`config.mk`:
```
export PLATFORM = sky130hd
export DESIGN_NAME = ofs_fim_tag_remap_req
export DESIGN_NICKNAME = d
export VERILOG_FILES = /design/src/rtl/ofs_fim_tag_remap_pkg.sv /design/src/rtl/ofs_fim_tag_remap_skid.sv /design/src/rtl/ofs_fim_tag_remap_req.sv
export SDC_FILE = /design/constraint.sdc
export NUM_CORES = 1
export LEC_CHECK = 0
export ABC_CLOCK_PERIOD_IN_PS = 6600
export CAP_MARGIN = 25
export CORE_MARGIN = 2
export CORE_UTILIZATION = 30
export DETAILED_ROUTE_END_ITERATION = 7
export PLACE_DENSITY = 0.56
export SLEW_MARGIN = 20
export SYNTH_ARGS = -nofsm -noshare
export SYNTH_HDL_FRONTEND = slang
export SYNTH_SLANG_ARGS = --single-unit
```
`constraint.sdc`:
```
create_clock -name clk -period 6.6 [get_ports clk]
set_clock_uncertainty 0.2 [all_clocks]
set_input_delay 1.32 -clock clk [delete_from_list [all_inputs] [get_ports clk]]
set_output_delay 1.32 -clock clk [all_outputs]
set_load 0.03 [all_outputs]
```
`src/rtl/ofs_fim_tag_remap_pkg.sv`:
```
`default_nettype none
// ============================================================================
// Module      : ofs_fim_tag_remap_pkg
// Description : Shared types and constants for the request/completion tag
//               remapper (tag and UID types, header structs, skid depth).
// Revision    : 1.0 - initial release
// ============================================================================
package ofs_fim_tag_remap_pkg;

   localparam int PKG_N_ENTRIES  = 32;
   localparam int PKG_UW         = $clog2(PKG_N_ENTRIES);
   localparam int PKG_ORIG_TAG_W = 10;
   localparam int PKG_HDR_W      = 128;

   // Both skid buffers hold two entries: enough to keep one transfer per
   // cycle while letting input ready come purely from a registered count.
   localparam int SKID_DEPTH     = 2;

   typedef logic [PKG_ORIG_TAG_W-1:0] t_orig_tag;
   typedef logic [PKG_UW-1:0]         t_uid;

   // Outbound request as forwarded to the PCIe side.
   typedef struct packed {
      logic [PKG_HDR_W-1:0] hdr;
      t_uid                 uid;
   } t_req_hdr;

   // Completion after its tag has been restored for the AFU side.
   typedef struct packed {
      logic [PKG_HDR_W-1:0] hdr;
      t_orig_tag            tag;
   } t_cpl_hdr;

endpackage
`default_nettype wire

```
`src/rtl/ofs_fim_tag_remap_skid.sv`:
```
`default_nettype none
// ============================================================================
// Module      : ofs_fim_tag_remap_skid
// Description : Two-entry valid/ready skid buffer. Input ready depends only
//               on the registered fill count, never on either valid.
// Revision    : 1.0 - initial release
// ============================================================================
module ofs_fim_tag_remap_skid
   import ofs_fim_tag_remap_pkg::*;
#(
   parameter int WIDTH = 8
) (
   input  logic             clk,
   input  logic             rst_n,
   input  logic             i_in_valid,
   output logic             o_in_ready,
   input  logic [WIDTH-1:0] i_in_data,
   output logic             o_out_valid,
   input  logic             i_out_ready,
   output logic [WIDTH-1:0] o_out_data
);

   logic [WIDTH-1:0] r_mem [SKID_DEPTH];
   logic             r_wr_ptr;
   logic             r_rd_ptr;
   logic [1:0]       r_count;
   logic             w_push;
   logic             w_pop;

   assign o_in_ready  = (r_count != 2'(SKID_DEPTH));
   assign o_out_valid = (r_count != 2'd0);
   assign o_out_data  = r_mem[r_rd_ptr];
   assign w_push      = i_in_valid && o_in_ready;
   assign w_pop       = o_out_valid && i_out_ready;

   // Pointer and occupancy tracking; a reset drops anything in flight.
   always_ff @(posedge clk or negedge rst_n) begin
      if (!rst_n) begin
         r_wr_ptr <= 1'b0;
         r_rd_ptr <= 1'b0;
         r_count  <= 2'd0;
      end else begin
         if (w_push) r_wr_ptr <= ~r_wr_ptr;
         if (w_pop)  r_rd_ptr <= ~r_rd_ptr;
         case ({w_push, w_pop})
            2'b10:   r_count <= r_count + 2'd1;
            2'b01:   r_count <= r_count - 2'd1;
            default: r_count <= r_count;
         endcase
      end
   end

   // Payload storage; contents are only meaningful where the count says so.
   always_ff @(posedge clk) begin
      if (w_push) r_mem[r_wr_ptr] <= i_in_data;
   end

endmodule
`default_nettype wire

```
`src/rtl/ofs_fim_tag_remap_req.sv`:
```
`default_nettype none
// ============================================================================
// Module      : ofs_fim_tag_remap_req
// Description : Replaces AFU request tags with pool UIDs, restores the
//               original tag on returning completions and releases the UID
//               on the final completion. Optional statistics/error tracking
//               is enabled by defining OFS_FIM_TAG_REMAP_STATS_EN.
// Revision    : 1.0 - initial release
// ============================================================================
module ofs_fim_tag_remap_req
   import ofs_fim_tag_remap_pkg::*;
#(
   parameter  int N_ENTRIES  = PKG_N_ENTRIES,
   parameter  int ORIG_TAG_W = PKG_ORIG_TAG_W,
   parameter  int HDR_W      = PKG_HDR_W,
   localparam int UW         = $clog2(N_ENTRIES)
) (
   input  logic                  clk,
   input  logic                  rst_n,
   // AFU-side requests
   input  logic                  req_in_valid,
   output logic                  req_in_ready,
   input  logic [HDR_W-1:0]      req_in_hdr,
   input  logic [ORIG_TAG_W-1:0] req_in_tag,
   // PCIe-side requests
   output logic                  req_out_valid,
   input  logic                  req_out_ready,
   output logic [HDR_W-1:0]      req_out_hdr,
   output logic [UW-1:0]         req_out_tag,
   // Tag pool
   output logic                  alloc,
   input  logic                  alloc_ready,
   input  logic [UW-1:0]         alloc_uid,
   output logic                  free,
   output logic [UW-1:0]         free_uid,
   // PCIe-side completions
   input  logic                  cpl_in_valid,
   output logic                  cpl_in_ready,
   input  logic [HDR_W-1:0]      cpl_in_hdr,
   input  logic [UW-1:0]         cpl_in_tag,
   input  logic                  cpl_in_last,
   // AFU-side completions
   output logic                  cpl_out_valid,
   input  logic                  cpl_out_ready,
   output logic [HDR_W-1:0]      cpl_out_hdr,
   output logic [ORIG_TAG_W-1:0] cpl_out_tag,
   // Status
   output logic                  err_unexp_cpl
);

   logic                  r_run;
   logic                  w_req_skid_ready;
   logic                  w_cpl_skid_ready;
   logic                  w_req_accept;
   logic                  w_cpl_accept;
   logic [ORIG_TAG_W-1:0] w_cpl_orig_tag;
   logic [ORIG_TAG_W-1:0] r_tag_ram [N_ENTRIES];
   logic                  r_free;
   logic [UW-1:0]         r_free_uid;

   // Holds both input readies low during reset and for the first cycle after.
   always_ff @(posedge clk or negedge rst_n) begin
      if (!rst_n) r_run <= 1'b0;
      else        r_run <= 1'b1;
   end

   // Request path: accept only when a UID exists and the skid has room.
   assign req_in_ready = r_run && alloc_ready && w_req_skid_ready;
   assign w_req_accept = req_in_valid && req_in_ready;
   assign alloc        = w_req_accept;

   // Completion path: lookup is asynchronous so the restored tag is pushed
   // alongside the header in the accepting cycle.
   assign cpl_in_ready   = r_run && w_cpl_skid_ready;
   assign w_cpl_accept   = cpl_in_valid && cpl_in_ready;
   assign w_cpl_orig_tag = r_tag_ram[cpl_in_tag];

   // Tag table write; a UID is never rewritten before its release reaches
   // the pool, so no read/write bypass is needed.
   always_ff @(posedge clk) begin
      if (w_req_accept) r_tag_ram[alloc_uid] <= req_in_tag;
   end

   // One-cycle release strobe for the UID of a final completion.
   always_ff @(posedge clk or negedge rst_n) begin
      if (!rst_n) begin
         r_free     <= 1'b0;
         r_free_uid <= '0;
      end else begin
         r_free <= w_cpl_accept && cpl_in_last;
         if (w_cpl_accept && cpl_in_last) r_free_uid <= cpl_in_tag;
      end
   end

   assign free     = r_free;
   assign free_uid = r_free_uid;

   ofs_fim_tag_remap_skid #(
      .WIDTH (HDR_W + UW)
   ) u_req_skid (
      .clk         (clk),
      .rst_n       (rst_n),
      .i_in_valid  (w_req_accept),
      .o_in_ready  (w_req_skid_ready),
      .i_in_data   ({req_in_hdr, alloc_uid}),
      .o_out_valid (req_out_valid),
      .i_out_ready (req_out_ready),
      .o_out_data  ({req_out_hdr, req_out_tag})
   );

   ofs_fim_tag_remap_skid #(
      .WIDTH (HDR_W + ORIG_TAG_W)
   ) u_cpl_skid (
      .clk         (clk),
      .rst_n       (rst_n),
      .i_in_valid  (w_cpl_accept),
      .o_in_ready  (w_cpl_skid_ready),
      .i_in_data   ({cpl_in_hdr, w_cpl_orig_tag}),
      .o_out_valid (cpl_out_valid),
      .i_out_ready (cpl_out_ready),
      .o_out_data  ({cpl_out_hdr, cpl_out_tag})
   );

`ifdef OFS_FIM_TAG_REMAP_STATS_EN
   logic [N_ENTRIES-1:0] r_busy;
   logic                 r_err_unexp;
   logic [UW:0]          r_outstanding;
   logic                 w_cpl_busy;
   logic                 w_release;

   assign w_cpl_busy = r_busy[cpl_in_tag];
   assign w_release  = w_cpl_accept && cpl_in_last && w_cpl_busy;

   // Busy bit per UID; set and clear never hit the same UID in one cycle.
   always_ff @(posedge clk or negedge rst_n) begin
      if (!rst_n) begin
         r_busy <= '0;
      end else begin
         if (w_req_accept)                r_busy[alloc_uid]  <= 1'b1;
         if (w_cpl_accept && cpl_in_last) r_busy[cpl_in_tag] <= 1'b0;
      end
   end

   // Sticky flag for a completion whose UID was never handed out.
   always_ff @(posedge clk or negedge rst_n) begin
      if (!rst_n)                          r_err_unexp <= 1'b0;
      else if (w_cpl_accept && !w_cpl_busy) r_err_unexp <= 1'b1;
   end

   // Outstanding count; only genuine releases decrement it.
   always_ff @(posedge clk or negedge rst_n) begin
      if (!rst_n) begin
         r_outstanding <= '0;
      end else begin
         case ({w_req_accept, w_release})
            2'b10:   r_outstanding <= r_outstanding + 1'b1;
            2'b01:   r_outstanding <= r_outstanding - 1'b1;
            default: r_outstanding <= r_outstanding;
         endcase
      end
   end

   assign err_unexp_cpl = r_err_unexp;

`ifndef SYNTHESIS
   ap_outstanding_bound: assert property (@(posedge clk) disable iff (!rst_n)
      r_outstanding <= (UW+1)'(N_ENTRIES));
`endif
`else
   assign err_unexp_cpl = 1'b0;
`endif

endmodule
`default_nettype wire

```
==> flow_summary.yaml <==
grt:
  grt_max_degree: 139
  antenna_found_initial: 4
  grt_pass1_wl_um: 118000
  gr-usage-all-layers_pct: 14.4
  grt_pass1_vias: 17600
  grt-ovfl-total: 0
sta:
  hold_viol: 0
  setup_viol: 0
  tightestPinTransition_ns: 0.970
  min_period_ns: 4.76
  whs_ns: 0.322
  rsz0062_at_grt: "no"
  post-route-period-util_pct: 72.2
  slew_violations: 0
  fmax_mhz: 210
  postLayoutSetupSlackWorst_ns: 1.84
  finalSetupTns_ns: 0
  maxSlewHeadroom_pct: 35.2
clocking:
  cts_buffers: 96
  clockBufferDepth: 3
  post_cts_buffers: 0
  cts.clk_slew.worst_paths_ns: 0.06
  cts_num_sinks: 877
  cts_root_buf: "clkbuf_16"
  htreeDepth: 3
  cts_resized: 0
  cts_tree: "built"
  clk_latency_ns: 0.68
  cts_hold_buf: 0
worst_setup_path:
  critPathKind: "flop to output pin"
  crit_required_ns: 5.08
  start_kind: "flop"
  rr_worst_depth: 6
  end_kind: "output pin"
  crit_fanout: 58
  arrival_ns: 3.24
pwr:
  pwr-share-clk_pct: 31.7
  max-vdd-ir-drop_v: 0.000194
  powerDensity_mw_per_mm2: 378
  p_comb_share_pct: 26.9
  swShare_pct: 29.9
  leakage_nw: 14.3
  seq_power_share_pct: 41.3
  p_int_mw: 11.4
  p_switching_mw: 4.87
routing:
  highest_layer: "met5"
  drc: 0
  viasPerCell: 4.58
  wl_per_cell_um: 22.5
  antenna_left: 0
  route.met2.wl_um: 43800
  dr.first_iter.drc_count: 1197
  met3_length_um: 6390
  first_pass_iters: 5
  met1Wirelength_um: 32100
  wirelength_um: 84000
  vias: 17100
yosys:
  netlist_top_cells_count: "862 x edfxtp_1, 276 x mux2_2, 160 x mux2i_1, 40 x a22oi_1, 39 x buf_2"
  yosysTopAreaCell: "edfxtp_1"
  synth_cell_types: 39
  synth-seq-cells: 877
  synth_most_common_cell: "edfxtp_1"
  syn_avg_cell_area_um2: 20.3
  synthCells: 1622
  synth_top_area_share_pct: 78.8
  synthFlopType: "edfxtp_1"
  async_reset_ff_share_pct: 1.71
  synth-seq-area-share_pct: 79.9
  synth_area_leaders: "edfxtp_1 79%, mux2_2 9.5%, mux2i_1 4.9%, dfrtp_1 1.1%, a22oi_1 0.91%"
  synth_enable_flop_cells: 862
  synth_area_mm2: 0.0329
  yosysWarnings: 0
  syn_nets: 1908
layout:
  area_growth_pct: 31.5
  fill_cells: 9773
  regArea_mm2: 0.0263
  multiInputGateArea_mm2: 0.00617
  drive_gt1_share_pct: 20.0
  final_nets: 2518
  final_area_mm2: 0.0432
worst_hold_path:
  holdPathStages: 1
  hold_path.class: "flop to flop"
floorplan:
  chipHeight_um: 335
  fp.dieW_um: 335
  io_pins: 567
  die_area_mm2: 0.112
  design.core.area_mm2: 0.109
  rows: 121
  initial_core_util_pct: 30.2
outcome:
  outcome: "finished, final reports clean"
placement:
  dp_hpwl_um: 55000
  io_buffers: 565
  placed_area_mm2: 0.0401
  post-place-ws_ns: 1.88
  gp_congestion: 0.791
job:
  cap_violations: 0
[layer usage]
layer  GRT usage (%)  vias to the layer above
met4            4.48                        4
met5               0                        -
met1            16.6                     8677
met3            3.93                      115
met2            25.7                      574
li1                -                     7686
[registers in the layout, indices dropped and copies added (netlist names)]
name	count
r_tag_ram	320
u_cpl_skid.r_mem	276
u_req_skid.r_mem	266
free_uid	5
u_cpl_skid.r_count	2
u_req_skid.r_count	2
free	1
r_run	1
u_cpl_skid.r_rd_ptr	1
u_cpl_skid.r_wr_ptr	1
u_req_skid.r_rd_ptr	1
u_req_skid.r_wr_ptr	1
[worst max-delay path, cell delays in order, from the launching register on]
cell and delay (ns):
dfrtp_4 0.75, buf_16 0.30, buf_12 0.34, mux2_2 0.45, clkdlybuf4s50_1 0.63
[placed cells by master, fill, tap and decap left out, drive strengths merged, types with 10 or more instances in the layout]
cell             n
buf             26
nor3            10
a22oi           40
nand2           24
a31oi           10
clkbuf         130
nand3           23
clkinv          36
mux2           276
nand4           10
dfrtp           15
a21oi           21
nor2            39
mux2i          160
a22o            20
edfxtp         862
clkdlybuf4s50  557
[cell type report]
cell class,count,share of cell area (%)
flip-flops and latches,877,60.8
multi-input cells,668,14.3
repair buffers,584,13.6
clock buffers,129,5.94
well taps,1414,4.10
clock inverters,49,1.21
inverters,5,0.0434
diodes,2,0.0116
[stage by stage]
stage | util, % | std cells | power (mW)
6_report | 39.7 | 3728 | 16.3
5_1_grt | 39.7 | 3727 | 16.9
4_1_cts | 39.7 | 3725 | 16.5
3_5_place_dp | 36.9 | 3547 | 11.3
3_3_place_gp | 36.9 | 3546 | 11.3
2_1_floorplan | - | 1622 | 9.43
[kinds of logic (layout without fill, tap and decap cells)]
group / Yosys count / count (layout) / share of synthesized area [%]
flops: 877 / 877 / 79.9
fa+ha+maj: 2 / 2 / 0.0761
xor+xnor: 10 / 10 / 0.267
buf+inv: 77 / 767 / 1.44
other cells: 2 / 4 / 0.0229
compound gates: 92 / 92 / 2.03
mux: 436 / 436 / 14.3
simple gates: 126 / 126 / 1.92
[power by group through the flow]
stage          Combinational [mW]  Clock [mW]  Sequential, mW
4_1_cts                      4.46        5.33            6.75
5_1_grt                      4.57        5.55            6.78
6_report                     4.39        5.17            6.74
3_3_place_gp                 4.35           0            6.90
2_1_floorplan                2.62           0            6.80
3_5_place_dp                 4.45           0            6.86
[worst paths after layout]
check | endpoint | slack [ns] | start
setup reg to reg | r_tag_ram[31][6] | 3.49 | r_run
setup / recovery | req_out_hdr[101] | 1.84 | u_req_skid.r_rd_ptr
hold / removal | free_uid[4] | 0.32 | free_uid[4]
max in group asynchronous | u_cpl_skid.r_rd_ptr | 5.07 | rst_n
min in group asynchronous | u_req_skid.r_rd_ptr | 0.84 | rst_n
hold reg to reg | free_uid[4] | 0.32 | free_uid[4]
Power figures use the tool's default switching activity.
